[src/rtl/fetch_sequencer.sv]
// fetch_sequencer
//   Instruction-fetch controller for the SLC3 core. Sequences the PC register and the
//   MAR/MDR/IR path, handles the memory-ready handshake, and hands each fetched
//   instruction to the execute unit. Sits between top-level run control and the datapath.
//
// Parameters
//   MEM_TIMEOUT  max cycles spent in FETCH2 waiting for mem_ready before a fault
//   CNT_W        width of the retired-instruction counter
//
// Ports
//   Clk           in   clock, all state on posedge
//   Reset_ah      in   asynchronous, active-high reset
//   Run           in   level; 1 = fetch/execute, 0 = stop at next instruction boundary
//   mem_ready     in   memory read data valid; sampled only in FETCH2
//   exec_done     in   execute finished current instruction; sampled only in EXEC
//   redirect_req  in   with exec_done: taken branch/jump, PC must be reloaded
//   redirect_src  in   0 = PC from bus, 1 = PC from offset adder
//   Continue      in   (SINGLE_STEP_EN only) rising edge releases PAUSE
//   PCMUX         out  00 = PC+1, 01 = bus, 10 = offset, 11 = hold
//   LD_PC, GatePC, LD_MAR, MIO_EN, LD_MDR, GateMDR, LD_IR
//                 out  datapath strobes, registered Moore decodes of the state
//   ir_valid      out  one-cycle pulse in the first EXEC cycle
//   mem_fault     out  sticky memory timeout flag, cleared only by reset
//   retired       out  count of exec_done acknowledges, wraps to 0
//   state         out  current FSM state encoding, for debug
//
// Configuration
//   SINGLE_STEP_EN  adds the Continue port and the PAUSE state; every instruction
//                   boundary with Run=1 parks in PAUSE until Continue rises.

module fetch_sequencer #(
    parameter int unsigned MEM_TIMEOUT = 16,
    parameter int unsigned CNT_W       = 16
) (
    input  logic             Clk,
    input  logic             Reset_ah,
    input  logic             Run,
    input  logic             mem_ready,
    input  logic             exec_done,
    input  logic             redirect_req,
    input  logic             redirect_src,
`ifdef SINGLE_STEP_EN
    input  logic             Continue,
`endif
    output logic [1:0]       PCMUX,
    output logic             LD_PC,
    output logic             GatePC,
    output logic             LD_MAR,
    output logic             MIO_EN,
    output logic             LD_MDR,
    output logic             GateMDR,
    output logic             LD_IR,
    output logic             ir_valid,
    output logic             mem_fault,
    output logic [CNT_W-1:0] retired,
    output logic [2:0]       state
);

    localparam int unsigned WaitW = (MEM_TIMEOUT > 1) ? $clog2(MEM_TIMEOUT) : 1;
    localparam logic [WaitW-1:0] WaitLast = WaitW'(MEM_TIMEOUT - 1);

    typedef enum logic [2:0] {
        StHalt   = 3'd0,
        StFetch1 = 3'd1,
        StFetch2 = 3'd2,
        StFetch3 = 3'd3,
        StExec   = 3'd4,
        StRedir  = 3'd5
`ifdef SINGLE_STEP_EN
        , StPause = 3'd6
`endif
    } state_e;

    state_e             r_state;
    logic [WaitW-1:0]   r_wait;
    logic               r_fault;
    logic [CNT_W-1:0]   r_retired;
    logic [1:0]         r_pcmux;
    logic               r_ld_pc;
    logic               r_gate_pc;
    logic               r_ld_mar;
    logic               r_mio_en;
    logic               r_ld_mdr;
    logic               r_gate_mdr;
    logic               r_ld_ir;
    logic               r_ir_valid;

    state_e             w_state_d;
    state_e             w_boundary;
    logic [WaitW-1:0]   w_wait_d;
    logic               w_fault_d;
    logic [CNT_W-1:0]   w_retired_d;
    logic [1:0]         w_pcmux_d;
    logic               w_ld_pc_d;
    logic               w_gate_pc_d;
    logic               w_ld_mar_d;
    logic               w_mio_en_d;
    logic               w_ld_mdr_d;
    logic               w_gate_mdr_d;
    logic               w_ld_ir_d;
    logic               w_ir_valid_d;

`ifdef SINGLE_STEP_EN
    logic               r_cont;
    logic               w_cont_rise;

    // Edge detect so a Continue held high releases only one instruction.
    assign w_cont_rise = Continue & ~r_cont;
    assign w_boundary  = StPause;
`else
    assign w_boundary  = StFetch1;
`endif

    // Next-state, wait counter, fault and retire bookkeeping.
    always_comb begin
        w_state_d   = r_state;
        w_wait_d    = r_wait;
        w_fault_d   = r_fault;
        w_retired_d = r_retired;
        case (r_state)
            StHalt: begin
                // A latched fault pins the sequencer here until reset.
                if (Run && !r_fault) begin
                    w_state_d = StFetch1;
                end
            end
            StFetch1: begin
                w_state_d = StFetch2;
            end
            StFetch2: begin
                // mem_ready on the last allowed cycle still wins over the timeout.
                if (mem_ready) begin
                    w_state_d = StFetch3;
                    w_wait_d  = '0;
                end else if (r_wait == WaitLast) begin
                    w_state_d = StHalt;
                    w_fault_d = 1'b1;
                    w_wait_d  = '0;
                end else begin
                    w_wait_d = r_wait + WaitW'(1);
                end
            end
            StFetch3: begin
                w_state_d = StExec;
            end
            StExec: begin
                if (exec_done) begin
                    w_retired_d = r_retired + CNT_W'(1);
                    if (redirect_req) begin
                        w_state_d = StRedir;
                    end else if (Run) begin
                        w_state_d = w_boundary;
                    end else begin
                        w_state_d = StHalt;
                    end
                end
            end
            StRedir: begin
                w_state_d = Run ? w_boundary : StHalt;
            end
`ifdef SINGLE_STEP_EN
            StPause: begin
                if (!Run) begin
                    w_state_d = StHalt;
                end else if (w_cont_rise) begin
                    w_state_d = StFetch1;
                end
            end
`endif
            default: begin
                w_state_d = StHalt;
                w_wait_d  = '0;
            end
        endcase
    end

    // Strobes are decoded from the next state so they can be registered alongside it.
    always_comb begin
        w_pcmux_d    = 2'b11;
        w_ld_pc_d    = 1'b0;
        w_gate_pc_d  = 1'b0;
        w_ld_mar_d   = 1'b0;
        w_mio_en_d   = 1'b0;
        w_ld_mdr_d   = 1'b0;
        w_gate_mdr_d = 1'b0;
        w_ld_ir_d    = 1'b0;
        case (w_state_d)
            StFetch1: begin
                w_gate_pc_d = 1'b1;
                w_ld_mar_d  = 1'b1;
                w_ld_pc_d   = 1'b1;
                w_pcmux_d   = 2'b00;
            end
            StFetch2: begin
                w_mio_en_d = 1'b1;
                w_ld_mdr_d = 1'b1;
            end
            StFetch3: begin
                w_gate_mdr_d = 1'b1;
                w_ld_ir_d    = 1'b1;
            end
            StRedir: begin
                // REDIR is only entered on exec_done, so redirect_src is captured
                // in the same cycle as the redirect request.
                w_ld_pc_d = 1'b1;
                w_pcmux_d = redirect_src ? 2'b10 : 2'b01;
            end
            default: begin
            end
        endcase
        w_ir_valid_d = (w_state_d == StExec) && (r_state == StFetch3);
    end

    always_ff @(posedge Clk or posedge Reset_ah) begin
        if (Reset_ah) begin
            r_state    <= StHalt;
            r_wait     <= '0;
            r_fault    <= 1'b0;
            r_retired  <= '0;
            r_pcmux    <= 2'b11;
            r_ld_pc    <= 1'b0;
            r_gate_pc  <= 1'b0;
            r_ld_mar   <= 1'b0;
            r_mio_en   <= 1'b0;
            r_ld_mdr   <= 1'b0;
            r_gate_mdr <= 1'b0;
            r_ld_ir    <= 1'b0;
            r_ir_valid <= 1'b0;
`ifdef SINGLE_STEP_EN
            r_cont     <= 1'b0;
`endif
        end else begin
            r_state    <= w_state_d;
            r_wait     <= w_wait_d;
            r_fault    <= w_fault_d;
            r_retired  <= w_retired_d;
            r_pcmux    <= w_pcmux_d;
            r_ld_pc    <= w_ld_pc_d;
            r_gate_pc  <= w_gate_pc_d;
            r_ld_mar   <= w_ld_mar_d;
            r_mio_en   <= w_mio_en_d;
            r_ld_mdr   <= w_ld_mdr_d;
            r_gate_mdr <= w_gate_mdr_d;
            r_ld_ir    <= w_ld_ir_d;
            r_ir_valid <= w_ir_valid_d;
`ifdef SINGLE_STEP_EN
            r_cont     <= Continue;
`endif
        end
    end

    assign PCMUX     = r_pcmux;
    assign LD_PC     = r_ld_pc;
    assign GatePC    = r_gate_pc;
    assign LD_MAR    = r_ld_mar;
    assign MIO_EN    = r_mio_en;
    assign LD_MDR    = r_ld_mdr;
    assign GateMDR   = r_gate_mdr;
    assign LD_IR     = r_ld_ir;
    assign ir_valid  = r_ir_valid;
    assign mem_fault = r_fault;
    assign retired   = r_retired;
    assign state     = r_state;

endmodule

[config.mk]
export PLATFORM = sky130hd
export DESIGN_NAME = fetch_sequencer
export DESIGN_NICKNAME = d
export VERILOG_FILES = /design/src/rtl/fetch_sequencer.sv
export SDC_FILE = /design/constraint.sdc
export NUM_CORES = 1
export LEC_CHECK = 0
export ABC_AREA = 1
export CORE_UTILIZATION = 50
export DETAILED_ROUTE_END_ITERATION = 10
export GPL_TIMING_DRIVEN = 0
export PLACE_DENSITY = 0.79
export SLEW_MARGIN = 20
export SYNTH_ARGS = -nofsm -noshare
export SYNTH_HDL_FRONTEND = slang
export SYNTH_SLANG_ARGS = --single-unit
[constraint.sdc]
create_clock -name Clk -period 2.31 [get_ports Clk]
set_input_delay 0.231 -clock Clk [delete_from_list [all_inputs] [get_ports Clk]]
set_output_delay 0.231 -clock Clk [all_outputs]
set_load 0.005 [all_outputs]
==> qor.yml, run 1 <==
route:
  drt-total-wl_microns: 3190
  drt_pass1_iterations: 4
  vias: 1412
  viasPerCell: 4.82
  drt-initial-drc-count: 65
  drc: 0
  wl_per_cell_microns: 10.9
  antenna_left: 0
sta:
  setup_viol: 0
  relSlewSlack: 0.582
  rsz0062_at_grt: "false"
  skew_ps: 7.19
  worstMarginPinSlew_ps: 627
  slew_viol_final: 0
  hold_viol: 0
  tns_ps: 0
  finalCritPeriodShare: 0.677
  hold_ws_ps: 304
  period_needed_ps: 1560
  max_clock_freq_mhz: 639
global_routing:
  top_usage_layer: "met2"
  track_usage: 0.213
  overflow: 0
  grt_pass1_wl_microns: 5620
  grt_pass1_vias: 1326
  grt_antenna_before_repair: 0
  globalRouteMet3Util: 0.0524
  met1_usage: 0.266
  use_met2: 0.365
  grt_max_degree: 32
setup_path:
  path_cells: "clkdlybuf4s50_1"
  r2r-end: "retired[8]"
  crit_type: "reg2out"
  cp_num_buf_inv: 1
  end_kind: "output pin"
  cpLargestDelayFamily: "flip-flops"
  crit_path_top_delay_cell: "dfstp_2"
  cp_max_fo: 1
  reg2reg_depth: 7
  r2r-start: "retired[0]"
  cp.depth: 1
  max_stage_delay_ps: 520
  cp-start-kind: "flip-flop"
  worst_ep_required_time_ps: 2080
  worstPathArrival_ps: 1330
  reg2reg_slack_ps: 830
power:
  p_sw_frac: 0.368
  vdd_drop_max_mv: 0.643
  power_frac_comb: 0.436
  power_density_mw_per_mm2: 1020
  power.switching_mw: 0.787
  finalPower_mw: 2.14
  p_seq_frac: 0.428
  power_leakage_nw: 0.975
  pwr-share-clk: 0.137
  internal_power_mw: 1.35
die:
  rows: 20
  die_x_microns: 59.0
  die-area_sq_mm: 0.00348
  core_sq_mm: 0.00308
  ios: 37
  die_h_microns: 59.0
  start_util: 0.528
synth:
  yosys_register_bits: 31
  ys_warn_count: 0
  synth_cells: 205
  synth.area.top_cells: "dfrtp_1 45%, nand2_1 15%, inv_1 5.3%"
  synth_top_area_cell: "dfrtp_1"
  synth_seq_area_share: 0.479
  synthesis.area_sq_mm: 0.00162
  avgSynthCellArea_sq_um: 7.92
  syn_nets: 214
  synthDominantCellAreaShare: 0.447
  synth_cell_types: 25
cts:
  hold_buffers: 0
  cts_tree: "yes"
  cts-htree-levels: 2
  cts-buffers-inserted: 5
  clk_path_buf_depth: 2
  clk_latency_ps: 320
  post-cts-setup-buffers: 0
  clk_pin_slew_ps: 90
  post_cts_resized: 0
  cts_sinks: 31
  cts_root_buffer: "clkbuf_4"
outcome:
  status: "complete, no violations"
run:
  max-cap-violations: 0
placed_design:
  gp_congestion: 0.858
  portBuffers: 36
  dpl.hpwl_microns: 2400
layout:
  final_layout_size_suffix_gt1_frac: 0.129
  area_growth_pct: 28.7
  nNetsFinal: 257
  diodes: 0
worst_hold_path:
  hold_class: "in2async"
[registers in the layout, indices dropped and copies added (netlist names)]
register   count
LD_IR          1
LD_MAR         1
LD_MDR         1
LD_PC          1
PCMUX          2
ir_valid       1
mem_fault      1
r_wait         4
retired       16
state          3
[worst max-delay path by stage]
| stage | start | endpoint | slack (ps) |
|---|---|---|---|
| 2_1_floorplan | retired[0] | retired[8] | 980 |
| 3_3_place_gp | Reset_ah | retired[9] | 670 |
| 3_5_place_dp | retired[0] | retired[8] | 840 |
| 4_1_cts | PCMUX[1] | PCMUX[1] | 720 |
| 5_1_grt | retired[0] | retired[8] | 660 |
| 6_report | PCMUX[0] | PCMUX[0] | 750 |
[synth_stat cells, drive strengths merged]
cell type  number
dfrtp          29
a21o            1
buf             4
ha              2
nor3            1
inv            26
nand2          72
xnor2           1
a22o            1
dfstp           2
nand3           7
xor2            8
o21ai          17
nor2           28
a21oi           2
nand4           4
[layout by cell type, fill, tap and decap left out]
cell type,n
buf_4,3
o21ai_2,1
clkbuf_4,5
a22o_1,1
ha_1,2
nand2_4,1
inv_4,1
inv_1,22
xor2_1,8
a21oi_1,2
dfrtp_1,29
buf_6,1
nand2_2,7
nand3_1,7
nor2_1,21
nand4_1,4
a21o_1,1
clkinv_2,1
xnor2_1,1
nor2_2,5
clkdlybuf4s50_1,36
inv_2,3
o21ai_0,12
dfstp_2,2
nor2_4,2
nor3_1,1
clkbuf_1,2
nand2_1,64
o21ai_1,4
[per-stage QoR]
stage	area (sq um)	util	setup WS [ps]	cells
finish	2090	0.679	746	293
global route	2090	0.679	656	293
CTS	2090	0.679	724	293
detailed placement	2040	0.663	836	285
global placement	2040	0.663	668	285
floorplan	1620	-	978	205
[cell type report]
class	instances	area [sq um]
Tap cell	44	55.1
Sequential cell	31	778
Multi-Input combinational cell	144	712
Buffer	4	33.8
Clock inverter	1	5.00
Timing Repair Buffer	36	360
Clock buffer	7	45.0
Inverter	26	100
Fill cell	286	988
[cells by family after synthesis]
family          synth area share
compound gates            0.0709
xor+xnor                  0.0485
fa+ha+maj                 0.0154
buf+inv                   0.0824
flops                      0.479
simple gates               0.304
[routing by layer]
layer | share of wire | wire length [microns] | up-vias
met5 | 0 | 0 | -
met4 | 0 | 0 | 0
met3 | 0.040 | 126 | 0
met2 | 0.52 | 1660 | 33
met1 | 0.44 | 1410 | 661
li1 | - | - | 718
[power by group through the flow]
stage | Clock [mW] | Sequential (mW) | Combinational (mW)
finish | 0.292 | 0.915 | 0.933
global route | 0.327 | 0.943 | 1.05
CTS | 0.301 | 0.917 | 0.943
detailed placement | 0 | 0.927 | 0.934
global placement | 0 | 0.925 | 0.914
floorplan | 0 | 0.912 | 0.461
(Power assumes the default switching activity.)
==> inputs of run 2 (changes only) <==
CORE_UTILIZATION = 49   (was 50)
PLACE_DENSITY = 0.77   (was 0.79)
clock period = 1.5 ns   (was 2.31 ns; I/O delays follow)
==> run 2 against run 1 <==
  * Via count increased by 1.4%
  * Cell count rose by 2.0%
  * Die area increased by 2.0%
  * Sequential power is 53% higher
  * Worst hold slack worse by 100 ps
  * Register-to-register slack lost 680 ps
  * Cell area increased by 3.2%
  * Clock-buffer cell count is the same
  * Clock power increased by 65%
  * Sequential share of layout area is 0.86 points lower
  * Worst setup slack got worse by 710 ps
==> qor.yml, run 2 (synthesis results as in run 1) <==
die:
  core_sq_mm: 0.00310  # +0.81%
  die-area_sq_mm: 0.00355  # +2.0%
  ios: 37  # unchanged
  die_x_microns: 59.6  # +0.98%
  rows: 20  # unchanged
  die_h_microns: 59.6  # +0.98%
  start_util: 0.523  # -0.00426
cts:
  hold_buffers: 0  # unchanged
  cts-buffers-inserted: 5  # unchanged
  clk_latency_ps: 350  # +30 ps
  clk_path_buf_depth: 2  # unchanged
  cts_tree: "yes"
  cts_sinks: 31  # unchanged
  cts_root_buffer: "clkbuf_4"
  cts-htree-levels: 2  # unchanged
  clk_pin_slew_ps: 100  # about the same
route:
  drt-initial-drc-count: 60  # -7.7%
  vias: 1432  # +1.4%
  drt-total-wl_microns: 3490  # +9.6%
  viasPerCell: 4.79  # -0.62%
  wl_per_cell_microns: 11.7  # +7.4%
  drt_pass1_iterations: 5  # +1
  drc: 0  # unchanged
  antenna_left: 0  # unchanged
layout:
  area_growth_pct: 32.7
  utilization: 0.695  # +0.0159
  diodes: 0  # unchanged
  largest_register_ffs: 16  # unchanged
  mostFrequentLayoutCells: "64 x nand2_1, 30 x clkdlybuf4s50_1, 24 x dfrtp_1"
  final_layout_size_suffix_gt1_frac: 0.173  # +0.0440
  nNetsFinal: 263  # +2.3%
  layout_commonest_cell: "nand2_1"
  layoutNonFillerInstCount: 299  # +2.0%
  stdcell_area_sq_mm: 0.00216  # +3.2%
  nFillCells: 282  # -1.4%
setup_path:
  cp_max_fo: 4  # +3
  worst_ep_required_time_ps: 1350  # -730 ps
  reg2reg_depth: 7  # unchanged
  cp_num_buf_inv: 1  # unchanged
  crit_type: "reg2out"
  reg2reg_slack_ps: 150  # -680 ps
  crit_path_top_delay_cell: "clkdlybuf4s50_1"
  crit_start: "retired[1]"
  cp.depth: 1  # unchanged
  end_kind: "output pin"
  worstPathArrival_ps: 1320  # about the same
  r2r-start: "state[0]"
  cpLargestDelayFamily: "buffers and inverters"
  crit_end: "retired[1]"
  max_stage_delay_ps: 540  # +20 ps
  path_cells: "clkdlybuf4s50_1"
  cp-start-kind: "flip-flop"
  r2r-end: "retired[9]"
global_routing:
  overflow: 0  # unchanged
  grt_pass1_vias: 1378  # +3.9%
  grt_antenna_before_repair: 0  # unchanged
  grt_pass1_wl_microns: 5770  # +2.7%
  track_usage: 0.225  # +0.0114
  grt_max_degree: 32  # unchanged
sta:
  hold_viol: 0  # unchanged
  skew_ps: 5.19  # -2.00 ps
  max_clock_freq_mhz: 682
  period_needed_ps: 1470
  worstMarginPinSlew_ps: 650  # +22.9 ps
  finalCritPeriodShare: 0.977
  setup_viol: 0  # unchanged
  hold_ws_ps: 202  # -102 ps
  relSlewSlack: 0.566  # -0.0153
  tns_ps: 0  # unchanged
  final.setup.worst_slack_ps: 34.1  # -712 ps
  rsz0062_at_grt: "false"
  slew_viol_final: 0  # unchanged
power:
  p_seq_frac: 0.410  # -0.018
  power_leakage_nw: 1.05  # +7.4%
  power_frac_comb: 0.449  # +0.013
  p_sw_frac: 0.374  # +0.00691
  finalPower_mw: 3.42  # +60%
  power.switching_mw: 1.28  # +63%
  vdd_drop_max_mv: 1.11  # +73%
  power_density_mw_per_mm2: 1590  # +55%
  internal_power_mw: 2.14  # +58%
  pwr-share-clk: 0.141  # +0.004
outcome:
  status: "complete, no violations"
placed_design:
  portBuffers: 36  # unchanged
  gp_congestion: 0.886  # +3.2%
  pre_cts_ws_ps: 34.4  # -801 ps
  dpl.hpwl_microns: 2440  # +1.5%
  dp_cells: 285  # unchanged
  dpl_cell_area_sq_mm: 0.00204  # unchanged
run:
  max-cap-violations: 0  # unchanged
worst_hold_path:
  hold_class: "in2async"
[run 2: area by class of cell]
cell class | count | area, sq um | share of cell area
Sequential cell | 31 | 785 | 0.364
Multi-Input combinational cell | 144 | 719 | 0.334
Timing Repair Buffer | 42 | 413 | 0.192
Inverter | 26 | 100 | 0.0464
Tap cell | 44 | 55.1 | 0.0255
Clock buffer | 7 | 45.0 | 0.0209
Buffer | 4 | 33.8 | 0.0157
Clock inverter | 1 | 5.00 | 0.00232
[run 2: worst min-delay path by stage]
| stage | from | end | slack [ps] | depth (start not counted) |
|---|---|---|---|---|
| global placement | mem_fault | mem_fault | 480 | 1 |
| detailed placement | mem_fault | mem_fault | 490 | 1 |
| finish | Reset_ah | retired[3] | 200 | 2 |
| global route | Reset_ah | retired[9] | 280 | 2 |
| CTS | Reset_ah | retired[3] | 230 | 2 |
| floorplan | redirect_src | PCMUX[0] | 210 | 1 |
[run 2: repair_timing]
action / CTS / global route
gates resized for setup: 3 / 10
setup endpoints to repair: 3 / 13
hold endpoints to repair: 0 / 0
setup buffers: 0 / 6
[run 2: power groups by stage]
stage / logic [mW] / clock network (mW) / registers [mW]
3_5_place_dp: 1.45 / 0 / 1.43
5_1_grt: 1.72 / 0.525 / 1.44
2_1_floorplan: 0.709 / 0 / 1.40
6_report: 1.54 / 0.483 / 1.40
4_1_cts: 1.44 / 0.492 / 1.42
3_3_place_gp: 1.42 / 0 / 1.43
[run 2: metal layers]
layer / up-vias / global-route usage / routed length [microns]
met3: 7 / 0.0568 / 115
li1: 730 / - / -
met4: 0 / 0.133 / 73
met5: - / 0 / 0
met1: 670 / 0.264 / 1560
met2: 25 / 0.369 / 1740
==> inputs of run 3 (changes only) <==
CAP_MARGIN = 20   (was default)
SLEW_MARGIN = default   (was 20)
==> run 3 against run 2 <==
  * Fmax grew 0.63%
  * Sequential share of layout area shrank 0.60 points
  * Routed wire length shrank 0.94%
  * Worst setup slack gained 9.2 ps
  * Global-route usage grew 0.093 points
  * Largest power group unchanged
==> qor.yml, run 3 (synthesis results as in run 1) <==
setup_path:
  crit_path_top_delay_cell: "clkdlybuf4s50_1"
  worst_ep_required_time_ps: 1350  # about the same
  r2r-start: "retired[1]"
  reg2reg_depth: 7  # unchanged
  cp_num_buf_inv: 1  # unchanged
  cpLargestDelayFamily: "buffers and inverters"
  crit_type: "reg2out"
  end_kind: "output pin"
  worstPathArrival_ps: 1310  # about the same
  cp_max_fo: 4  # unchanged
  r2r-end: "retired[8]"
  max_stage_delay_ps: 530  # about the same
  path_cells: "clkdlybuf4s50_1"
  reg2reg_slack_ps: 150  # about the same
  cp-start-kind: "flip-flop"
global_routing:
  track_usage: 0.225  # +0.000926
  grt_max_degree: 22  # -31%
  grt_pass1_vias: 1331  # -3.4%
  grt_antenna_before_repair: 0  # unchanged
  overflow: 0  # unchanged
  grt_pass1_wl_microns: 5750  # -0.24%
die:
  start_util: 0.523  # unchanged
  die_h_microns: 59.6  # unchanged
  core_sq_mm: 0.00310  # unchanged
  ios: 37  # unchanged
  rows: 20  # unchanged
  die_x_microns: 59.6  # unchanged
  die-area_sq_mm: 0.00355  # unchanged
placed_design:
  dpl.hpwl_microns: 2530  # +3.9%
  dpl_cell_area_sq_mm: 0.00207  # +1.3%
  gp_congestion: 0.886  # unchanged
  portBuffers: 36  # unchanged
layout:
  stdcell_area_sq_mm: 0.00219  # +1.7%
  nNetsFinal: 264  # +0.38%
  mostFrequentLayoutCells: "64 x nand2_1, 34 x clkdlybuf4s50_1, 24 x dfrtp_1"
  final_layout_size_suffix_gt1_frac: 0.176  # +0.00323
  ff_latch_area_sq_um: 785  # unchanged
  layout_commonest_cell: "nand2_1"
  diodes: 0  # unchanged
  largest_register_ffs: 16  # unchanged
  multi_input_area_sq_um: 719  # unchanged
  utilization: 0.706  # +0.0117
  area_growth_pct: 35.0
  nFillCells: 266  # -5.7%
cts:
  cts_sinks: 31  # unchanged
  cts_tree: "yes"
  clk_latency_ps: 340  # about the same
  clk_path_buf_depth: 2  # unchanged
  cts_root_buffer: "clkbuf_4"
  cts-htree-levels: 2  # unchanged
  cts-buffers-inserted: 5  # unchanged
  hold_buffers: 0  # unchanged
  clk_pin_slew_ps: 100  # about the same
power:
  power_leakage_nw: 1.02  # -2.6%
  vdd_drop_max_mv: 1.26  # +13%
  power_density_mw_per_mm2: 1610  # +1.5%
route:
  wl_per_cell_microns: 11.5  # -1.3%
  vias: 1443  # +0.77%
  drt-initial-drc-count: 47  # -22%
  drt_pass1_iterations: 4  # -1
  drc: 0  # unchanged
  viasPerCell: 4.81  # +0.43%
  antenna_left: 0  # unchanged
  drt-total-wl_microns: 3460  # -0.94%
run:
  max-cap-violations: 0  # unchanged
outcome:
  status: "complete, no violations"
worst_hold_path:
  hold_class: "in2async"
sta:
  period_needed_ps: 1460  # -9.21 ps
  rsz0062_at_grt: "true"
  finalCritPeriodShare: 0.971  # -0.00614
  slew_viol_final: 0  # unchanged
  hold_viol: 0  # unchanged
  setup_viol: 0  # unchanged
  max_clock_freq_mhz: 686  # +0.63%
  worstMarginPinSlew_ps: 519  # -131 ps
  relSlewSlack: 0.654  # +0.0873
  skew_ps: 2.42  # -2.77 ps
-- run 3: changes by cell type in the layout (fill, tap and decap cells not counted), sizes merged --
cell and delta:
clkbuf +1, buf +1, clkinv -1, clkdlybuf4s50 +4, dlymetal6s2s -4
-- run 3: layout make-up --
class	count	area share
Buffer	4	0.0154
Clock buffer	8	0.0314
Inverter	26	0.0457
Multi-Input combinational cell	144	0.328
Sequential cell	31	0.358
Tap cell	44	0.0251
Timing Repair Buffer	43	0.196
-- run 3: metrics by stage --
step	setup slack, ps	setup TNS, ps	power, mW	hold slack, ps	instances
2_1_floorplan	168	0	2.11	207	205
3_3_place_gp	-92.6	-2650	2.84	481	285
3_5_place_dp	26.9	0	2.90	497	286
4_1_cts	6.29	0	3.46	148	294
5_1_grt	-1.47	-1.47	3.81	187	300
6_report	43.3	0	3.53	136	300
-- run 3: worst max path at each step --
stage / from / cells after the start / endpoint / slack [ps]
6_report: retired[1] / 1 / retired[1] / 40
5_1_grt: retired[1] / 1 / retired[1] / -1
4_1_cts: state[1] / 1 / state[1] / 6
3_5_place_dp: retired[0] / 7 / retired[8] / 30
3_3_place_gp: Reset_ah / 2 / r_wait[2] / -90
2_1_floorplan: retired[0] / 7 / retired[8] / 170
-- run 3: where the power goes --
part / switching (mW) / total [mW] / internal [mW]
sequential: 0.283 / 1.42 / 1.14
combinational: 0.703 / 1.54 / 0.834
clock: 0.298 / 0.574 / 0.276
total: 1.29 / 3.53 / 2.25
-- run 3: per-layer routing --
metal | routed length, microns | GRT usage | up-vias
met2 | 1730 | 0.361 | 27
met5 | 0 | 0 | -
met3 | 108 | 0.0524 | 10
met1 | 1550 | 0.276 | 676
met4 | 78 | 0.136 | 0
li1 | - | - | 730
-- run 3: timing repair --
action                                  4_1_cts  5_1_grt
gates resized for setup                       3        6
setup buffers                                 0        6
pin swaps                                     0        0
endpoints found under the setup margin        3       10
